--- config.mk ---
export PLATFORM = sky130hd
export DESIGN_NAME = stream_gen_t2_flat
export DESIGN_NICKNAME = d
export VERILOG_FILES = /design/src/rtl/stream_gen_t2_pkg.sv /design/src/rtl/stream_gen_t2_if.sv /design/src/rtl/stream_gen_t2.sv /design/src/flat_wrapper.sv
export SDC_FILE = /design/constraint.sdc
export NUM_CORES = 1
export LEC_CHECK = 0
export CORE_MARGIN = 2
export CORE_UTILIZATION = 45
export DETAILED_ROUTE_END_ITERATION = 7
export PLACE_DENSITY = 0.72
export SETUP_SLACK_MARGIN = 0.2
export SLEW_MARGIN = 20
export SYNTH_ARGS = -nofsm -noshare
export SYNTH_HDL_FRONTEND = slang
export SYNTH_SLANG_ARGS = --single-unit
--- constraint.sdc ---
create_clock -name clk -period 10.5 [get_ports clk]
set_clock_uncertainty 0.2 [all_clocks]
set_input_delay 3.15 -clock clk [delete_from_list [all_inputs] [get_ports clk]]
set_output_delay 3.15 -clock clk [all_outputs]
set_load 0.05 [all_outputs]
--- src/rtl/stream_gen_t2_pkg.sv ---
// Shared constants and FSM encoding for the stream generator
// and the stream checker that consumes its output.
package stream_test_pkg;

  localparam int DATA_W_DEF = 16;
  localparam int LEN_W_DEF  = 16;

  typedef enum logic [1:0] {
    ST_IDLE = 2'd0,
    ST_HI   = 2'd1,
    ST_LO   = 2'd2,
    ST_FIN  = 2'd3
  } state_e;

endpackage

--- src/rtl/stream_gen_t2_if.sv ---
// Burst control and half-word stream bundle.
// master: generator side (drives data/wren/busy/done/words_sent).
// slave: controller/sink side (drives start/len/seed/ready/err).
import stream_test_pkg::*;

interface stream_gen_t2_if #(
  parameter int DATA_W = DATA_W_DEF,
  parameter int LEN_W  = LEN_W_DEF
) ();

  logic                start;
  logic [LEN_W-1:0]    burst_len;
  logic [2*DATA_W-1:0] seed;
  logic                ready;
  logic                inject_err;
  logic [DATA_W-1:0]   data;
  logic                wren;
  logic                busy;
  logic                done;
  logic [LEN_W-1:0]    words_sent;

  modport master (
    input  start, burst_len, seed,
    input  ready, inject_err,
    output data, wren, busy, done,
    output words_sent
  );

  modport slave (
    output start, burst_len, seed,
    output ready, inject_err,
    input  data, wren, busy, done,
    input  words_sent
  );

endinterface

--- src/rtl/stream_gen_t2.sv ---
// Test-pattern burst generator: emits incrementing 32-bit
// words as hi/lo half-words. Ports: clk, rst, bus (master).
import stream_test_pkg::*;

module stream_gen_t2 #(
  parameter int DATA_W = DATA_W_DEF,
  parameter int LEN_W  = LEN_W_DEF
) (
  input  logic            clk,
  input  logic            rst,
  stream_gen_t2_if.master bus
);

  localparam int WORD_W = 2 * DATA_W;

  state_e              state_q;
  logic [WORD_W-1:0]   word_q;
  logic [WORD_W-1:0]   word_d;
  logic [DATA_W-1:0]   data_q;
  logic [LEN_W-1:0]    len_q;
  logic [LEN_W-1:0]    sent_q;
  logic [LEN_W-1:0]    sent_d;
  logic                busy_q;
  logic                done_q;
  logic                pend_q;
  logic                bump2;

  // A pending or same-cycle error request makes the
  // next advance skip one value.
  always_comb begin
    bump2  = pend_q | bus.inject_err;
    word_d = word_q + (bump2 ? WORD_W'(2) : WORD_W'(1));
    sent_d = sent_q + LEN_W'(1);
  end

  always_ff @(posedge clk) begin
    if (rst) begin
      state_q <= ST_IDLE;
      word_q  <= '0;
      data_q  <= '0;
      len_q   <= '0;
      sent_q  <= '0;
      busy_q  <= 1'b0;
      done_q  <= 1'b0;
      pend_q  <= 1'b0;
    end else begin
      done_q <= 1'b0;
      if (bus.inject_err && state_q != ST_IDLE)
        pend_q <= 1'b1;
      unique case (state_q)
        ST_IDLE: begin
          if (bus.start) begin
            len_q  <= bus.burst_len;
            sent_q <= '0;
            busy_q <= 1'b1;
            if (bus.burst_len != '0) begin
              word_q  <= bus.seed;
              data_q  <= bus.seed[WORD_W-1:DATA_W];
              state_q <= ST_HI;
            end else begin
              done_q  <= 1'b1;
              state_q <= ST_FIN;
            end
          end
        end
        ST_HI: begin
          if (bus.ready) begin
            data_q  <= word_q[DATA_W-1:0];
            state_q <= ST_LO;
          end
        end
        ST_LO: begin
          if (bus.ready) begin
            sent_q <= sent_d;
            if (sent_d == len_q) begin
              done_q  <= 1'b1;
              state_q <= ST_FIN;
            end else begin
              // data_q preloads the next high half so it
              // is already stable on the first HI cycle.
              word_q  <= word_d;
              data_q  <= word_d[WORD_W-1:DATA_W];
              pend_q  <= 1'b0;
              state_q <= ST_HI;
            end
          end
        end
        ST_FIN: begin
          busy_q  <= 1'b0;
          pend_q  <= 1'b0;
          state_q <= ST_IDLE;
        end
        default: state_q <= ST_IDLE;
      endcase
    end
  end

  // wren follows ready in the same cycle so a sink can
  // stall any half without losing it.
  assign bus.wren = bus.ready &
                    (state_q == ST_HI || state_q == ST_LO);
  assign bus.data       = data_q;
  assign bus.busy       = busy_q;
  assign bus.done       = done_q;
  assign bus.words_sent = sent_q;

endmodule
--- src/flat_wrapper.sv ---
// flat-port wrapper written by rule: the top's interface ports become plain ports
module stream_gen_t2_flat 
#(
  parameter int DATA_W = DATA_W_DEF,
  parameter int LEN_W  = LEN_W_DEF
)
  (clk, rst, bus_start, bus_burst_len, bus_seed, bus_ready, bus_inject_err, bus_data, bus_wren, bus_busy, bus_done, bus_words_sent);
  stream_gen_t2_if #(.DATA_W(DATA_W), .LEN_W(LEN_W)) bus_i ();
  input  logic clk;
  input  logic rst;
  input wire logic [$bits(bus_i.start)-1:0] bus_start;
  input wire logic [$bits(bus_i.burst_len)-1:0] bus_burst_len;
  input wire logic [$bits(bus_i.seed)-1:0] bus_seed;
  input wire logic [$bits(bus_i.ready)-1:0] bus_ready;
  input wire logic [$bits(bus_i.inject_err)-1:0] bus_inject_err;
  output wire logic [$bits(bus_i.data)-1:0] bus_data;
  output wire logic [$bits(bus_i.wren)-1:0] bus_wren;
  output wire logic [$bits(bus_i.busy)-1:0] bus_busy;
  output wire logic [$bits(bus_i.done)-1:0] bus_done;
  output wire logic [$bits(bus_i.words_sent)-1:0] bus_words_sent;
  assign bus_i.start = bus_start;
  assign bus_i.burst_len = bus_burst_len;
  assign bus_i.seed = bus_seed;
  assign bus_i.ready = bus_ready;
  assign bus_i.inject_err = bus_inject_err;
  assign bus_data = bus_i.data;
  assign bus_wren = bus_i.wren;
  assign bus_busy = bus_i.busy;
  assign bus_done = bus_i.done;
  assign bus_words_sent = bus_i.words_sent;
  stream_gen_t2 #(.DATA_W(DATA_W), .LEN_W(LEN_W)) u_core (.clk(clk), .rst(rst), .bus(bus_i));
endmodule
==> metrics.txt <==
status completed; GR Overflow Total 0; Routed wire per std cell 18.8 um; clk_lat worst skew 0.35 ns; number of flops mapped to enable cells by yosys 0; crit-path cells clkdlybuf4s50_1 -> and2_1 -> clkdlybuf4s50_1; largest stage delay on the critical path 0.81 ns; Initial Util 45.9%; Crit. End Element primary output; top post-synthesis cells by count 115 x nand2_1, 85 x dfxtp_1, 84 x a21oi_1; placed cell areas 6590 sq um; design area 6920 sq um; gpl congestion 0.937; Cell Rows 41; Vias 6226; Fmax achieved 123 MHz; boundary pin count 88; Syn Std Cell Area 5800 sq um; vias in the first global route 5914; Critical path origin bus_ready; WP data arrival 4.76 ns; # diodes 0; # port buffers 87; # DRC 0; core area 12600 sq um; Cells after DPL 974; Critical-path top delay cell clkdlybuf4s50_1; antenna viol nets, final 0; most frequent cell after synthesis nand2_1; Via density 6.29; setup_tns 0 ns; Die Ht 118 um; crit path launch type input pin; worst reg2reg setup slack 6.60 ns; Req. time, crit path 7.15 ns; Max Slew Vio Count 0; pin count of the biggest net entering global routing 82; Area contributors post-synth dfxtp_1 29%, nand2_1 7.4%, a21oi_1 7.3%; FILL cells 1247; Slew @ Worst Pin 1.04 ns; post-synth top area share 29.3%; Synth warnings 0; RSZ-0062 raised after global routing no; post-layout min period 8.11 ns; Routed WL 18600 um; clock tree root buffer cell clkbuf_16; WHS 0.274 ns; first-pass GRT wire length 30200 um; GRT Overall Usage 26.8%; final setup fails 0; Area Overhead vs Synth 19.3%; maximum fanout along the worst path 7; clock slew at reported path FFs 0.07 ns; Avg Cell Area, Syn 7.45 sq um; #FFs+latches synth 85; max_cap viols 0; share of cells above drive strength 1 6.48%; Crit Path Class input pin to primary output; min-delay src u_core.len_q[14]; final hold violation count 0; post-synth cell types 68; Mapped Nets 839; worst hold-check path type flop to flop; biggest area consumer among synthesized cells dfxtp_1; fin cells 990; Primary FF master, synth dfxtp_1; CTS resizes 0; part of the Yosys area used for sequential elements 29.3%; setup bufs post-CTS 0; die width 118 um; Max IR drop VDD 0.131 mV; Synth async-reset ratio 0%; DR iter-0 viols 490; Clock Tree Buf Depth 2; H-tree lvl count 3; Crit path top cell by count clkdlybuf4s50_1; reg2reg start u_core.bus.words_sent[3]; CTS Buf Count 9; die area 13800 sq um; Cells after Synth 778; Hold Buf Count CTS 0; CTS tree yes; DPL Wire Length 12900 um; final cycle utilization of the critical path 77.2%; Final Power 0.00179 W; net total in the final layout 874; Max transition margin 29.9%; Cell Pwr Density 258 nW/um^2; Sink Count 85; Leak Pwr 2.30 nW; initial antenna violation count 0; first drt pass iteration count 5
## cells by family after synthesis
family	synth area share (%)
xor+xnor	4.08
buf+inv	6.56
simple gates	31.2
compound gates	25.1
mux	1.92
fa+ha+maj	1.86
flops	29.3
## report_power, final
part	switching [W]	total, W	internal (W)
clock network	0.000147	0.000360	0.000213
registers	0.000110	0.000532	0.000422
logic	0.000574	0.000893	0.000319
total	0.000832	0.00179	0.000954
## layout make-up
| cell class | count | area (sq um) | area share, % |
|---|---|---|---|
| multi-input combinational | 613 | 3720 | 53.8 |
| clock inverter | 7 | 105 | 1.52 |
| clock buffer | 9 | 225 | 3.25 |
| inverter | 12 | 45.0 | 0.651 |
| sequential | 85 | 1700 | 24.6 |
| tap | 172 | 215 | 3.11 |
| timing repair buffer | 92 | 903 | 13.1 |
## final timing paths
kind                             to  cells past startpoint
setup / recovery           bus_wren                      3
hold / removal     u_core.len_q[14]                      2
hold reg to reg    u_core.len_q[14]                      2
setup reg to reg  u_core.word_q[13]                      7
## metal layers
layer	vias up	global-route usage, %	share of wire (%)
met2	254	44.7	49
met3	58	5.18	5.3
met4	0	15.2	5.0
met5	-	0	0
met1	2963	32.4	41
li1	2951	-	-
## layout by cell type (no fill, tap or decap), drive strengths merged, types with 15 or more instances in the layout
master         instances
nand2                115
clkdlybuf4s50         86
dfxtp                 85
a21oi                 84
nor2                  51
o21ai                 44
nor3                  33
a211oi                24
nand4                 21
nor4                  21
xnor2                 19
nand3                 19
o32ai                 18
or3                   16
or4                   15
inv                   15
## metrics by stage
stage | setup slack, ns | util [%]
global placement | 2.43 | 52.2
detailed placement | 2.41 | 52.2
CTS | 2.41 | 54.8
global route | 2.35 | 54.8
finish | 2.39 | 54.8
floorplan | 3.59 | -
## state kept, by name, summed over array words and instances, names as in the netlist
name and cells:
u_core.bus.data 16, u_core.pend_q 1, u_core.len_q 16, u_core.bus.busy 1
u_core.bus.words_sent 16, u_core.state_q 2, u_core.bus.done 1, u_core.word_q 32
## critical path: cells and delay by family
family,cells,cell delay (ns)
buf+inv,2,1.40
simple gates,1,0.20
Note: power is estimated with default switching activity, not from simulation.
==> variant, RTL diff (same settings) <==
Re-encode `state_e` (4 states) as Gray code, 2 bits wide.
--- a/src/rtl/stream_gen_t2_pkg.sv
+++ b/src/rtl/stream_gen_t2_pkg.sv
@@ -6,10 +6,10 @@
   localparam int LEN_W_DEF  = 16;
 
   typedef enum logic [1:0] {
-    ST_IDLE = 2'd0,
-    ST_HI   = 2'd1,
-    ST_LO   = 2'd2,
-    ST_FIN  = 2'd3
+    ST_IDLE = 2'b00,
+    ST_HI   = 2'b01,
+    ST_LO   = 2'b11,
+    ST_FIN  = 2'b10
   } state_e;
 
 endpackage
Function: no difference found for any inputs over 4 cycles, from zero or initial values and one cycle with rst high; so few cycles prove little.
==> variant against the unedited design <==
Count of clock-buffer cells in the layout stayed put. Combinational power down 18%. Synthesized area decreased by 1.6%. Power shrank 13%. Utilization shrank 0.15 points. Via count shrank 2.7%. Worst setup slack better by 73 ps. Largest cell class unchanged. Highest routed layer unchanged. Wire length down 5.6%. Critical path depth unchanged. Sequential cell count stayed put. Design area decreased by 1.1%.
==> variant: results (changes against the unedited design) <==
Status
  • Outcome: finished clean

Synthesis
  • Commonest cells post-synth: nand2_1 (110), dfxtp_1 (85), a21oi_1 (74)
  • Synth warn: 0 (unchanged)
  • Synth top area cells: dfxtp_1 (30%), nand2_1 (7.2%), a21oi_1 (6.5%)
  • Register area share after synthesis: 29.8% (+0.48 points)
  • Post-synthesis async set-or-reset flop share: 0% (unchanged)
  • Syn nets: 818 (-2.5%)
  • Unique masters post-synth: 72 (+5.9%)

Global routing
  • Vias in the first global route: 5,524 (-6.6%)
  • First-pass GRT wire length: 28,200 um (-6.5%)
  • Met2 global-route usage: 41.1% (-3.7 points)
  • Initial antenna violation count: 0 (unchanged)
  • Largest net degree at the start of global routing: 90 (+9.8%)
  • GR Layer Usage met1: 35.6% (+3.2 points)
  • Met3 global-route usage: 4.98% (-0.20 points)
  • GRT Resource Usage Total: 26.3% (-0.51 points)
  • Gr busiest metal: met2

Clocking
  • PostCTS Resize Cnt: 0 (unchanged)
  • Post-CTS Setup Bufs: 0 (unchanged)
  • Insertion delay to the later sink of the worst-skew pair: 350 ps (about the same)
  • CTS root buf: clkbuf_16
  • Longest Clk Path Bufs: 2 (unchanged)
  • Clk slew on worst S/H paths: 60 ps
  • H-tree Lvls: 3 (unchanged)

Drt
  • 1st-iter DRT viols: 771 (+57%)
  • Routed wl met2: 7950 um (-13%)
  • Met3 WL: 1440 um (+45%)
  • M1 WL: 7690 um (+1.2%)
  • DR top layer: met4
  • Vias per cell: 6.23 (-0.95%)
  • DRT Pass-1 Iters: 6 (+1)
  • DRT Wirelength: 17,600 um (-5.6%)

Placed design
  • IO Port Bufs: 87 (unchanged)
  • Hpwl dp: 11,800 um (-7.9%)
  • Worst slack at placement: 2500 ps (+92.5 ps)
  • Final Wtd Congestion: 0.902 (-3.8%)

Timing
  • Fin crit share: 76.5% (-0.69 points)
  • Final Hold Violating Endpoints: 0 (unchanged)
  • Max-Slew Margin vs Limit: 28.1% (-1.8 points)

Cells and area
  • Top reg by flops: u_core.word_q
  • Layout cells sized above 1: 6.88% (+0.40 points)
  • ANT cells: 0 (unchanged)
  • Final layout net count: 856 (-2.1%)

Worst setup path
  • Register-to-Register Path Depth: 10 (+3)
  • Worst Setup EP: bus_wren
  • Reg2Reg Capture Point: u_core.word_q[15]
  • Crit-path max FO: 5 (-2)
  • Flop2flop setup slack: 6420 ps (-180 ps)
  • WP data arrival: 4680 ps (-80 ps)
  • Worst Setup SP: bus_ready
  • R2r startpoint: u_core.state_q[1]

Hold path
  • Worst min path class: reg2reg
  • Min-delay src: u_core.bus.data[14]

Power
  • VDD IR-drop max: 0.134 mV (+2.0%)
  • LEAKAGE: 2.25 nW (-2.1%)
## variant: cell types whose count changed after synthesis, sizes merged, moves of 10 or more
cell,change
inv,+15
nor3,-12
or3,-12
a211oi,+10
xnor2,+10
## variant: worst max-delay path, stage by stage
cell,delay (ps)
clkdlybuf4s50_1,550
nor2b_1,160
clkdlybuf4s50_1,820
## variant: stage by stage
stage          util, %  area (um^2)  instances  hold WS, ps  power, mW
6_report          54.7         6840        972          262       1.55
3_5_place_dp      52.3         6540        956          257       1.22
4_1_cts           54.7         6840        972          267       1.55
2_1_floorplan        -         5710        757          248       1.01
3_3_place_gp      52.3         6540        956          252       1.20
5_1_grt           54.7         6840        972          286       1.65
## variant: cell type report
cell class,instances,area [um^2]
inverters,27,101
clock inverters,7,72.6
multi-input cells,578,3610
flip-flops and latches,85,1700
fillers,1200,5670
well taps,172,215
repair buffers,94,918
clock buffers,9,225
## variant: where the power goes
part           internal (mW)  switching (mW)
combinational          0.269           0.460
sequential             0.407          0.0907
clock                  0.185           0.142
total                  0.862           0.693
## variant: worst min path at each step
| stage | to | cells past startpoint | slack (ps) |
|---|---|---|---|
| 2_1_floorplan | u_core.len_q[0] | 2 | 250 |
| 3_3_place_gp | u_core.bus.data[14] | 2 | 250 |
| 3_5_place_dp | u_core.bus.data[9] | 2 | 260 |
| 4_1_cts | u_core.bus.data[14] | 2 | 270 |
| 5_1_grt | u_core.bus.data[9] | 2 | 290 |
| 6_report | u_core.bus.data[14] | 2 | 260 |
## variant: cell families after synthesis
group | count (synthesis) | synth area share, %
AO/OA/AOI/OAI | 244 | 29.7
XOR/XNOR | 39 | 5.99
adder cells (fa/ha/maj) | 8 | 1.89
buffers and inverters | 94 | 7.08
flip-flops | 85 | 29.8
multiplexers | 4 | 0.746
AND/OR/NAND/NOR | 283 | 24.8
